[src/rtl/evm_pkg.sv]
// Shared types, defaults and helpers for the multi-candidate voting machine.
package evm_pkg;

    localparam int DEF_NUM_CAND = 4;
    localparam int DEF_WIDTH    = 8;
    localparam int DEF_TIMEOUT  = 100;

    typedef enum logic [2:0] {
        IDLE,
        WAIT_CAND,
        WAIT_VOTE,
        VOTED,
        TALLY,
        DONE
    } evm_state_e;

    // Index 0 is reserved for "no candidate", so NUM_CAND+1 codes are needed.
    function automatic int name_width(input int num_cand);
        return $clog2(num_cand + 1);
    endfunction

endpackage

[src/rtl/evm_multi_if.sv]
// Ballot-unit / display-controller bundle of the voting machine.
interface evm_multi_if import evm_pkg::*; #(
    parameter int NUM_CAND = DEF_NUM_CAND,
    parameter int WIDTH    = DEF_WIDTH,
    parameter int NAME_W   = name_width(NUM_CAND)
);

    logic                switch_on_evm;
    logic                candidate_ready;
    logic [NUM_CAND-1:0] vote;
    logic                voting_session_done;
    logic [NAME_W-1:0]   display_sel;
    logic                display_winner;

    logic [NAME_W-1:0]   candidate_name;
    logic [WIDTH-1:0]    results;
    logic                invalid_results;
    logic                voting_in_progress;
    logic                voting_done;
    logic                vote_rejected;
    logic                count_saturated;

    modport master (
        output switch_on_evm, candidate_ready, vote, voting_session_done,
               display_sel, display_winner,
        input  candidate_name, results, invalid_results, voting_in_progress,
               voting_done, vote_rejected, count_saturated
    );

    modport slave (
        input  switch_on_evm, candidate_ready, vote, voting_session_done,
               display_sel, display_winner,
        output candidate_name, results, invalid_results, voting_in_progress,
               voting_done, vote_rejected, count_saturated
    );

endinterface

[src/rtl/evm_tally_scan.sv]
// Sequential max/argmax/tie scanner: walks one candidate per cycle while start is high.
module evm_tally_scan import evm_pkg::*; #(
    parameter int NUM_CAND = DEF_NUM_CAND,
    parameter int WIDTH    = DEF_WIDTH,
    parameter int IDX_W    = $clog2(NUM_CAND)
) (
    input  logic                      clk,
    input  logic                      rst,
    input  logic                      clear,
    input  logic                      start,
    input  logic [NUM_CAND*WIDTH-1:0] tallies,
    output logic                      done,
    output logic [WIDTH-1:0]          max,
    output logic [IDX_W-1:0]          argmax,
    output logic                      tie
);

    logic [IDX_W-1:0] idx;
    logic [WIDTH-1:0] cur;

    assign cur  = tallies[int'(idx) * WIDTH +: WIDTH];
    // High during the last scan cycle so the controller leaves TALLY on that edge.
    assign done = start && (idx == IDX_W'(NUM_CAND - 1));

    // NOTE: sequential state uses non-blocking assignments so every register
    // samples pre-edge values and simulation matches the synthesized flops.
    always_ff @(posedge clk or negedge rst) begin
        if (!rst) begin
            idx    <= '0;
            max    <= '0;
            argmax <= '0;
            tie    <= 1'b0;
        end else if (clear) begin
            idx    <= '0;
            max    <= '0;
            argmax <= '0;
            tie    <= 1'b0;
        end else if (start) begin
            idx <= done ? '0 : idx + IDX_W'(1);
            if (idx == '0) begin
                max    <= cur;
                argmax <= '0;
                tie    <= 1'b0;
            end else if (cur > max) begin
                max    <= cur;
                argmax <= idx;
                tie    <= 1'b0;
            end else if (cur == max) begin
                tie    <= 1'b1;
            end
        end else begin
            idx <= '0;
        end
    end

endmodule

[src/rtl/evm_multi.sv]
// Parametrised voting machine: ballot capture, saturating tallies, timeouts and result display.
module evm_multi import evm_pkg::*; #(
    parameter int NUM_CAND = DEF_NUM_CAND,
    parameter int WIDTH    = DEF_WIDTH,
    parameter int TIMEOUT  = DEF_TIMEOUT,
    parameter int NAME_W   = name_width(NUM_CAND)
) (
    input logic        clk,
    input logic        rst,
    evm_multi_if.slave bus
);

    localparam int               IDX_W     = $clog2(NUM_CAND);
    localparam int               TMR_W     = $clog2(TIMEOUT);
    localparam logic [WIDTH-1:0] TALLY_MAX = '1;

    evm_state_e                state, state_next;
    logic [TMR_W-1:0]          timer;
    logic [WIDTH-1:0]          tally [NUM_CAND];
    logic [NUM_CAND*WIDTH-1:0] tally_flat;
    logic [IDX_W-1:0]          sel_idx, vote_idx, disp_idx;
    logic                      vote_rejected, count_saturated;
    logic                      clear_all, ballot_valid, ballot_multi, timeout;
    logic                      scan_done, scan_tie;
    logic [WIDTH-1:0]          scan_max;
    logic [IDX_W-1:0]          scan_argmax;
    logic [NAME_W-1:0]         name_d;
    logic [WIDTH-1:0]          results_d;
    logic                      invalid_d;

    assign clear_all    = !bus.switch_on_evm || (state == IDLE);
    assign ballot_multi = $countones(bus.vote) > 1;
    assign ballot_valid = ($countones(bus.vote) == 1) && !bus.candidate_ready;
    assign timeout      = (timer == TMR_W'(TIMEOUT - 1));

    always_comb begin
        vote_idx = '0;
        for (int i = 0; i < NUM_CAND; i++) begin
            if (bus.vote[i]) vote_idx = IDX_W'(i);
        end
    end

    // NOTE: every always_comb output gets a default before any branch, so no
    // path leaves it unassigned and no latch is inferred.
    always_comb begin
        state_next = state;
        if (!bus.switch_on_evm) begin
            state_next = IDLE;
        end else begin
            case (state)
                IDLE:      state_next = WAIT_CAND;
                WAIT_CAND: begin
                    if (bus.candidate_ready)          state_next = WAIT_VOTE;
                    else if (bus.voting_session_done) state_next = TALLY;
                    else if (timeout)                 state_next = TALLY;
                end
                WAIT_VOTE: begin
                    if (ballot_valid) state_next = VOTED;
                    else if (timeout) state_next = WAIT_CAND;
                end
                VOTED:     state_next = bus.candidate_ready ? WAIT_VOTE : WAIT_CAND;
                TALLY:     if (scan_done) state_next = DONE;
                DONE:      state_next = DONE;
                default:   state_next = IDLE;
            endcase
        end
    end

    always_ff @(posedge clk or negedge rst) begin
        if (!rst) state <= IDLE;
        else      state <= state_next;
    end

    // Dwell timer restarts on every state change, including re-entry from VOTED.
    always_ff @(posedge clk or negedge rst) begin
        if (!rst) begin
            timer <= '0;
        end else if ((state_next == state) &&
                     (state == WAIT_CAND || state == WAIT_VOTE)) begin
            timer <= timer + TMR_W'(1);
        end else begin
            timer <= '0;
        end
    end

    // NOTE: the tally array is a handful of flops, not a RAM, so it is reset
    // explicitly; a memory macro would instead need a clear sequence.
    always_ff @(posedge clk or negedge rst) begin
        if (!rst) begin
            for (int i = 0; i < NUM_CAND; i++) tally[i] <= '0;
            sel_idx         <= '0;
            count_saturated <= 1'b0;
        end else if (clear_all) begin
            for (int i = 0; i < NUM_CAND; i++) tally[i] <= '0;
            sel_idx         <= '0;
            count_saturated <= 1'b0;
        end else begin
            if (state == WAIT_VOTE && ballot_valid) sel_idx <= vote_idx;
            if (state == VOTED) begin
                if (tally[sel_idx] == TALLY_MAX) count_saturated <= 1'b1;
                else                             tally[sel_idx] <= tally[sel_idx] + WIDTH'(1);
            end
        end
    end

    always_ff @(posedge clk or negedge rst) begin
        if (!rst) vote_rejected <= 1'b0;
        else      vote_rejected <= bus.switch_on_evm && (state == WAIT_VOTE) && ballot_multi;
    end

    for (genvar g = 0; g < NUM_CAND; g++) begin : g_flat
        assign tally_flat[g*WIDTH +: WIDTH] = tally[g];
    end

    evm_tally_scan #(
        .NUM_CAND (NUM_CAND),
        .WIDTH    (WIDTH),
        .IDX_W    (IDX_W)
    ) u_scan (
        .clk     (clk),
        .rst     (rst),
        .clear   (clear_all),
        .start   (state == TALLY),
        .tallies (tally_flat),
        .done    (scan_done),
        .max     (scan_max),
        .argmax  (scan_argmax),
        .tie     (scan_tie)
    );

    // Per-candidate tallies stay viewable even when the top count is shared.
    always_comb begin
        name_d    = '0;
        results_d = '0;
        invalid_d = 1'b0;
        disp_idx  = IDX_W'(bus.display_sel - NAME_W'(1));
        if (state == DONE) begin
            invalid_d = scan_tie;
            if (bus.display_winner) begin
                if (!scan_tie) begin
                    name_d    = NAME_W'(scan_argmax) + NAME_W'(1);
                    results_d = scan_max;
                end
            end else if (bus.display_sel != '0 && bus.display_sel <= NAME_W'(NUM_CAND)) begin
                name_d    = bus.display_sel;
                results_d = tally[disp_idx];
            end
        end
    end

    assign bus.candidate_name     = name_d;
    assign bus.results            = results_d;
    assign bus.invalid_results    = invalid_d;
    assign bus.voting_in_progress = (state == WAIT_VOTE);
    assign bus.voting_done        = (state == DONE);
    assign bus.vote_rejected      = vote_rejected;
    assign bus.count_saturated    = count_saturated;

endmodule
[src/flat_wrapper.sv]
// flat-port wrapper written by rule: the top's interface ports become plain ports
module evm_multi_flat import evm_pkg::*;
#(
    parameter int NUM_CAND = DEF_NUM_CAND,
    parameter int WIDTH    = DEF_WIDTH,
    parameter int TIMEOUT  = DEF_TIMEOUT,
    parameter int NAME_W   = name_width(NUM_CAND)
)
  (clk, rst, bus_switch_on_evm, bus_candidate_ready, bus_vote, bus_voting_session_done, bus_display_sel, bus_display_winner, bus_candidate_name, bus_results, bus_invalid_results, bus_voting_in_progress, bus_voting_done, bus_vote_rejected, bus_count_saturated);
  evm_multi_if #(.NUM_CAND(NUM_CAND), .WIDTH(WIDTH), .NAME_W(NAME_W)) bus_i ();
  input logic clk;
  input logic rst;
  input wire logic [$bits(bus_i.switch_on_evm)-1:0] bus_switch_on_evm;
  input wire logic [$bits(bus_i.candidate_ready)-1:0] bus_candidate_ready;
  input wire logic [$bits(bus_i.vote)-1:0] bus_vote;
  input wire logic [$bits(bus_i.voting_session_done)-1:0] bus_voting_session_done;
  input wire logic [$bits(bus_i.display_sel)-1:0] bus_display_sel;
  input wire logic [$bits(bus_i.display_winner)-1:0] bus_display_winner;
  output wire logic [$bits(bus_i.candidate_name)-1:0] bus_candidate_name;
  output wire logic [$bits(bus_i.results)-1:0] bus_results;
  output wire logic [$bits(bus_i.invalid_results)-1:0] bus_invalid_results;
  output wire logic [$bits(bus_i.voting_in_progress)-1:0] bus_voting_in_progress;
  output wire logic [$bits(bus_i.voting_done)-1:0] bus_voting_done;
  output wire logic [$bits(bus_i.vote_rejected)-1:0] bus_vote_rejected;
  output wire logic [$bits(bus_i.count_saturated)-1:0] bus_count_saturated;
  assign bus_i.switch_on_evm = bus_switch_on_evm;
  assign bus_i.candidate_ready = bus_candidate_ready;
  assign bus_i.vote = bus_vote;
  assign bus_i.voting_session_done = bus_voting_session_done;
  assign bus_i.display_sel = bus_display_sel;
  assign bus_i.display_winner = bus_display_winner;
  assign bus_candidate_name = bus_i.candidate_name;
  assign bus_results = bus_i.results;
  assign bus_invalid_results = bus_i.invalid_results;
  assign bus_voting_in_progress = bus_i.voting_in_progress;
  assign bus_voting_done = bus_i.voting_done;
  assign bus_vote_rejected = bus_i.vote_rejected;
  assign bus_count_saturated = bus_i.count_saturated;
  evm_multi #(.NUM_CAND(NUM_CAND), .WIDTH(WIDTH), .TIMEOUT(TIMEOUT), .NAME_W(NAME_W)) u_core (.clk(clk), .rst(rst), .bus(bus_i));
endmodule
[config.mk]
export PLATFORM = sky130hd
export DESIGN_NAME = evm_multi_flat
export DESIGN_NICKNAME = d
export VERILOG_FILES = /design/src/rtl/evm_pkg.sv /design/src/rtl/evm_multi_if.sv /design/src/rtl/evm_tally_scan.sv /design/src/rtl/evm_multi.sv /design/src/flat_wrapper.sv
export SDC_FILE = /design/constraint.sdc
export NUM_CORES = 1
export LEC_CHECK = 0
export CORE_MARGIN = 10
export CORE_UTILIZATION = 45
export CTS_CLUSTER_DIAMETER = 120
export CTS_CLUSTER_SIZE = 24
export DETAILED_ROUTE_END_ITERATION = 10
export PLACE_DENSITY = 0.61
export SYNTH_ARGS = -nofsm -noshare
export SYNTH_HDL_FRONTEND = slang
export SYNTH_SLANG_ARGS = --single-unit
[constraint.sdc]
create_clock -name clk -period 7.5 [get_ports clk]
set_input_delay 1.125 -clock clk [delete_from_list [all_inputs] [get_ports clk]]
set_output_delay 1.125 -clock clk [all_outputs]
set_load 0.03 [all_outputs]
==> flow_metrics.env <==
export IMPL_status="finished, final reports clean"
export IMPL_reg2reg_depth=7
export IMPL_post_cts_resized=0
export IMPL_switchingPower_w=0.000186
export IMPL_synth_cell_type_count=48
export IMPL_power_w=0.000708
export IMPL_slowest_delay_ns=0.84
export IMPL_syn_num_nets=389
export IMPL_hp_class="flop to flop"
export IMPL_grt_first_pass_wirelength_um=14600
export IMPL_place_gp_congestion=0.821
export IMPL_die_w_um=111
export IMPL_p_comb_share_pct=11.6
export IMPL_synth_seq_cells=59
export IMPL_skew_ns=0.0117
export IMPL_ant_nets=0
export IMPL_synth_area_um2=3760
export IMPL_finalHoldViolations=0
export IMPL_routed_wl_um=8650
export IMPL_post_cts_setup_buffers=0
export IMPL_drt_iter0_drc=144
export IMPL_cts_hold_buf=0
export IMPL_ir_worst_vdd_mv=0.0724
export IMPL_final_nets=410
export IMPL_antennaDiodeCount=0
export IMPL_cts_tree="yes"
export IMPL_design_core_area_um2=8180
export IMPL_areaGrowthSynthToFinish_pct=14.3
export IMPL_die_area_um2=12400
export IMPL_yosysWarnings=0
export IMPL_die_height_um=111
export IMPL_path_cells="clkdlybuf4s50_1, inv_1, ha_1, ha_1, nor2_1, a22oi_1, nor2_1, clkdlybuf4s50_1"
export IMPL_path_max_fanout=9
export IMPL_cellPowerDensity_nw_per_um2=165
export IMPL_maxCapViolations=0
export IMPL_holdPathStages=1
export IMPL_swShare_pct=26.3
export IMPL_reg2reg_to="u_core.tally[22]$_DFFE_PN0P_"
export IMPL_place_area_um2=4090
export IMPL_relSlewSlack_pct=44.0
export IMPL_worstPathRequired_ns=6.38
export IMPL_cts_root_buffer="clkbuf_8"
export IMPL_ys_seq_area_share_pct=39.3
export IMPL_tns_ns=0
export IMPL_hpwl_um=6350
export IMPL_grt_ovfl_total=0
export IMPL_num_rows=33
export IMPL_wl_per_cell_um=17.8
export IMPL_min_to="u_core.timer[0]$_DFF_PN0_"
export IMPL_leakagePower_nw=1.72
export IMPL_cts_buffers_inserted=9
export IMPL_fmax_mhz=195
export IMPL_port_buffers=28
export IMPL_drcViolationCount=0
export IMPL_drv_slew=0
export IMPL_p_seq_share_pct=46.4
export IMPL_routed_via_density=5.74
export IMPL_cp_start_kind="input port"
export IMPL_period_share_pct=68.3
export IMPL_grt_max_degree=60
export IMPL_vias=2790
export IMPL_design_area_um2=4300
export IMPL_htree_levels=3
export IMPL_min_from="u_core.timer[0]$_DFF_PN0_"
export IMPL_clock_sink_count=59
export IMPL_endpoint_kind="output port"
export IMPL_finalSetupViolCount=0
export IMPL_crit_arrival_ns=4.00
export IMPL_drt_pass1_iter_count=4
export IMPL_p_int_w=0.000522
export IMPL_syn_inst=356
export IMPL_grt_usage_pct=14.2
export IMPL_ys_flop_type="dfrtp_1"
export IMPL_clk_pin_slew_worst_paths_ns=0.07
export IMPL_critical_path_class="input port to output port"
export IMPL_async_reset_ff_share_pct=100
export IMPL_ff2ff_setup_slack_ns=4.13
export IMPL_worst_pin_slew_ns=0.840
export IMPL_final_layout_size_suffix_gt1_share_pct=13.6
export IMPL_grt_pass1_vias=2763
export IMPL_synth_area_per_cell_um2=10.6
export IMPL_antenna_found_initial=0
export IMPL_io_pins=29
export IMPL_rsz0062_at_grt="false"
export IMPL_start_util_pct=46.0
export IMPL_synth_edf_count=0
export IMPL_clock_latency_ns=0.35
export IMPL_clk_path_buf_depth=2
export IMPL_r2r_start="u_core.sel_idx[0]$_DFFE_PN0P_"
export IMPL_layout_min_cycle_time_ns=5.13
export IMPL_critPathSlowestCell="clkdlybuf4s50_1"
export IMPL_clkPwrFrac_pct=41.9
export IMPL_n_fill_cell=750
==> per-stage QoR <==
stage / std cells / setup slack, ns / hold WS [ns] / utilization [%]
2_1_floorplan: 356 / 3.32 / 0.425 / -
3_3_place_gp: 471 / 2.45 / 0.444 / 50.1
3_5_place_dp: 471 / 2.31 / 0.449 / 50.1
4_1_cts: 486 / 2.31 / 0.459 / 52.5
5_1_grt: 486 / 2.06 / 0.485 / 52.5
6_report: 486 / 2.37 / 0.456 / 52.5
==> power groups by stage <==
stage / clock [W] / combinational [W] / sequential (W)
detailed placement: 0 / 0.0000833 / 0.000335
finish: 0.000297 / 0.0000823 / 0.000329
global route: 0.000322 / 0.0000918 / 0.000330
floorplan: 0 / 0.0000552 / 0.000331
global placement: 0 / 0.0000818 / 0.000335
CTS: 0.000303 / 0.0000835 / 0.000329
==> synthesized netlist by cell type (9+ instances only) <==
cell       n  area (um2)
a21oi_1   16        80.1
inv_1     21        78.8
o21ai_1   13        65.1
mux4_2    24         541
mux2i_1   16         160
a211oi_1  13        97.6
clkbuf_1  13        48.8
nor3_1     9        45.0
nor2_1    51         191
nand2_1   20        75.1
dfrtp_1   59        1480
ha_1      19         238
==> placed cells by master, fill, tap and decap left out, types with 3 or more instances in the layout <==
cell type and instances:
a21oi_1 16, nand3b_1 3, nand3_1 6, nand2b_1 3
dfrtp_1 59, a211oi_1 13, nor2b_1 6, xor2_1 6
xnor2_1 5, buf_4 4, a22oi_1 3, o21ai_1 13
ha_1 19, a32oi_1 5, nand4_1 3, inv_1 21
mux2i_1 16, nand2_1 20, nor2_1 51, nor3_1 9
mux4_2 24, clkbuf_8 11, clkdlybuf4s50_1 27
==> critical path, delay by kind of cell <==
family	cells	cell delay [ns]
buffers and inverters	3	1.66
adders and majority gates	2	0.55
AOI/OAI and AO/OA	1	0.17
and+or+nand+nor	2	0.50
==> worst max-delay path by stage <==
stage	start	endpoint
6_report	bus_display_sel[0]	bus_results[5]
5_1_grt	bus_display_sel[0]	bus_results[5]
4_1_cts	bus_display_sel[0]	bus_results[5]
3_5_place_dp	bus_display_sel[0]	bus_results[5]
3_3_place_gp	bus_display_sel[0]	bus_results[5]
2_1_floorplan	bus_display_sel[0]	bus_results[5]
==> sequential cells by signal, indices dropped and copies added, names as in the netlist, 2 cells and up <==
name	flops
u_core.tally	32
u_core.u_scan.max	8
u_core.timer	7
u_core.state	3
u_core.sel_idx	2
u_core.u_scan.argmax	2
u_core.u_scan.idx	2
==> layout make-up <==
| type | instances | area [um2] | share of cell area, % |
|---|---|---|---|
| clock buffer | 11 | 151 | 3.52 |
| sequential | 59 | 1480 | 34.4 |
| inverter | 21 | 78.8 | 1.84 |
| timing repair buffer | 32 | 305 | 7.11 |
| multi-input combinational | 254 | 2100 | 48.9 |
| clock inverter | 4 | 50.0 | 1.17 |
| tap | 105 | 131 | 3.06 |
==> cells by family after synthesis <==
logic type / share of synthesized area, %
buffers and inverters: 4.79
AO/OA/AOI/OAI: 12.5
XOR/XNOR: 2.56
multiplexers: 19.2
adder cells (fa/ha/maj): 6.86
AND/OR/NAND/NOR: 14.7
flip-flops: 39.3
==> metal layers <==
metal / part of all wire (%) / vias up / track usage, %
met1: 45 / 1357 / 19.0
met5: 0 / - / 0
met3: 7.7 / 10 / 5.26
li1: - / 1333 / -
met2: 46 / 90 / 21.1
met4: 1.5 / 0 / 4.03
Note: power is estimated with default switching activity, not from simulation.
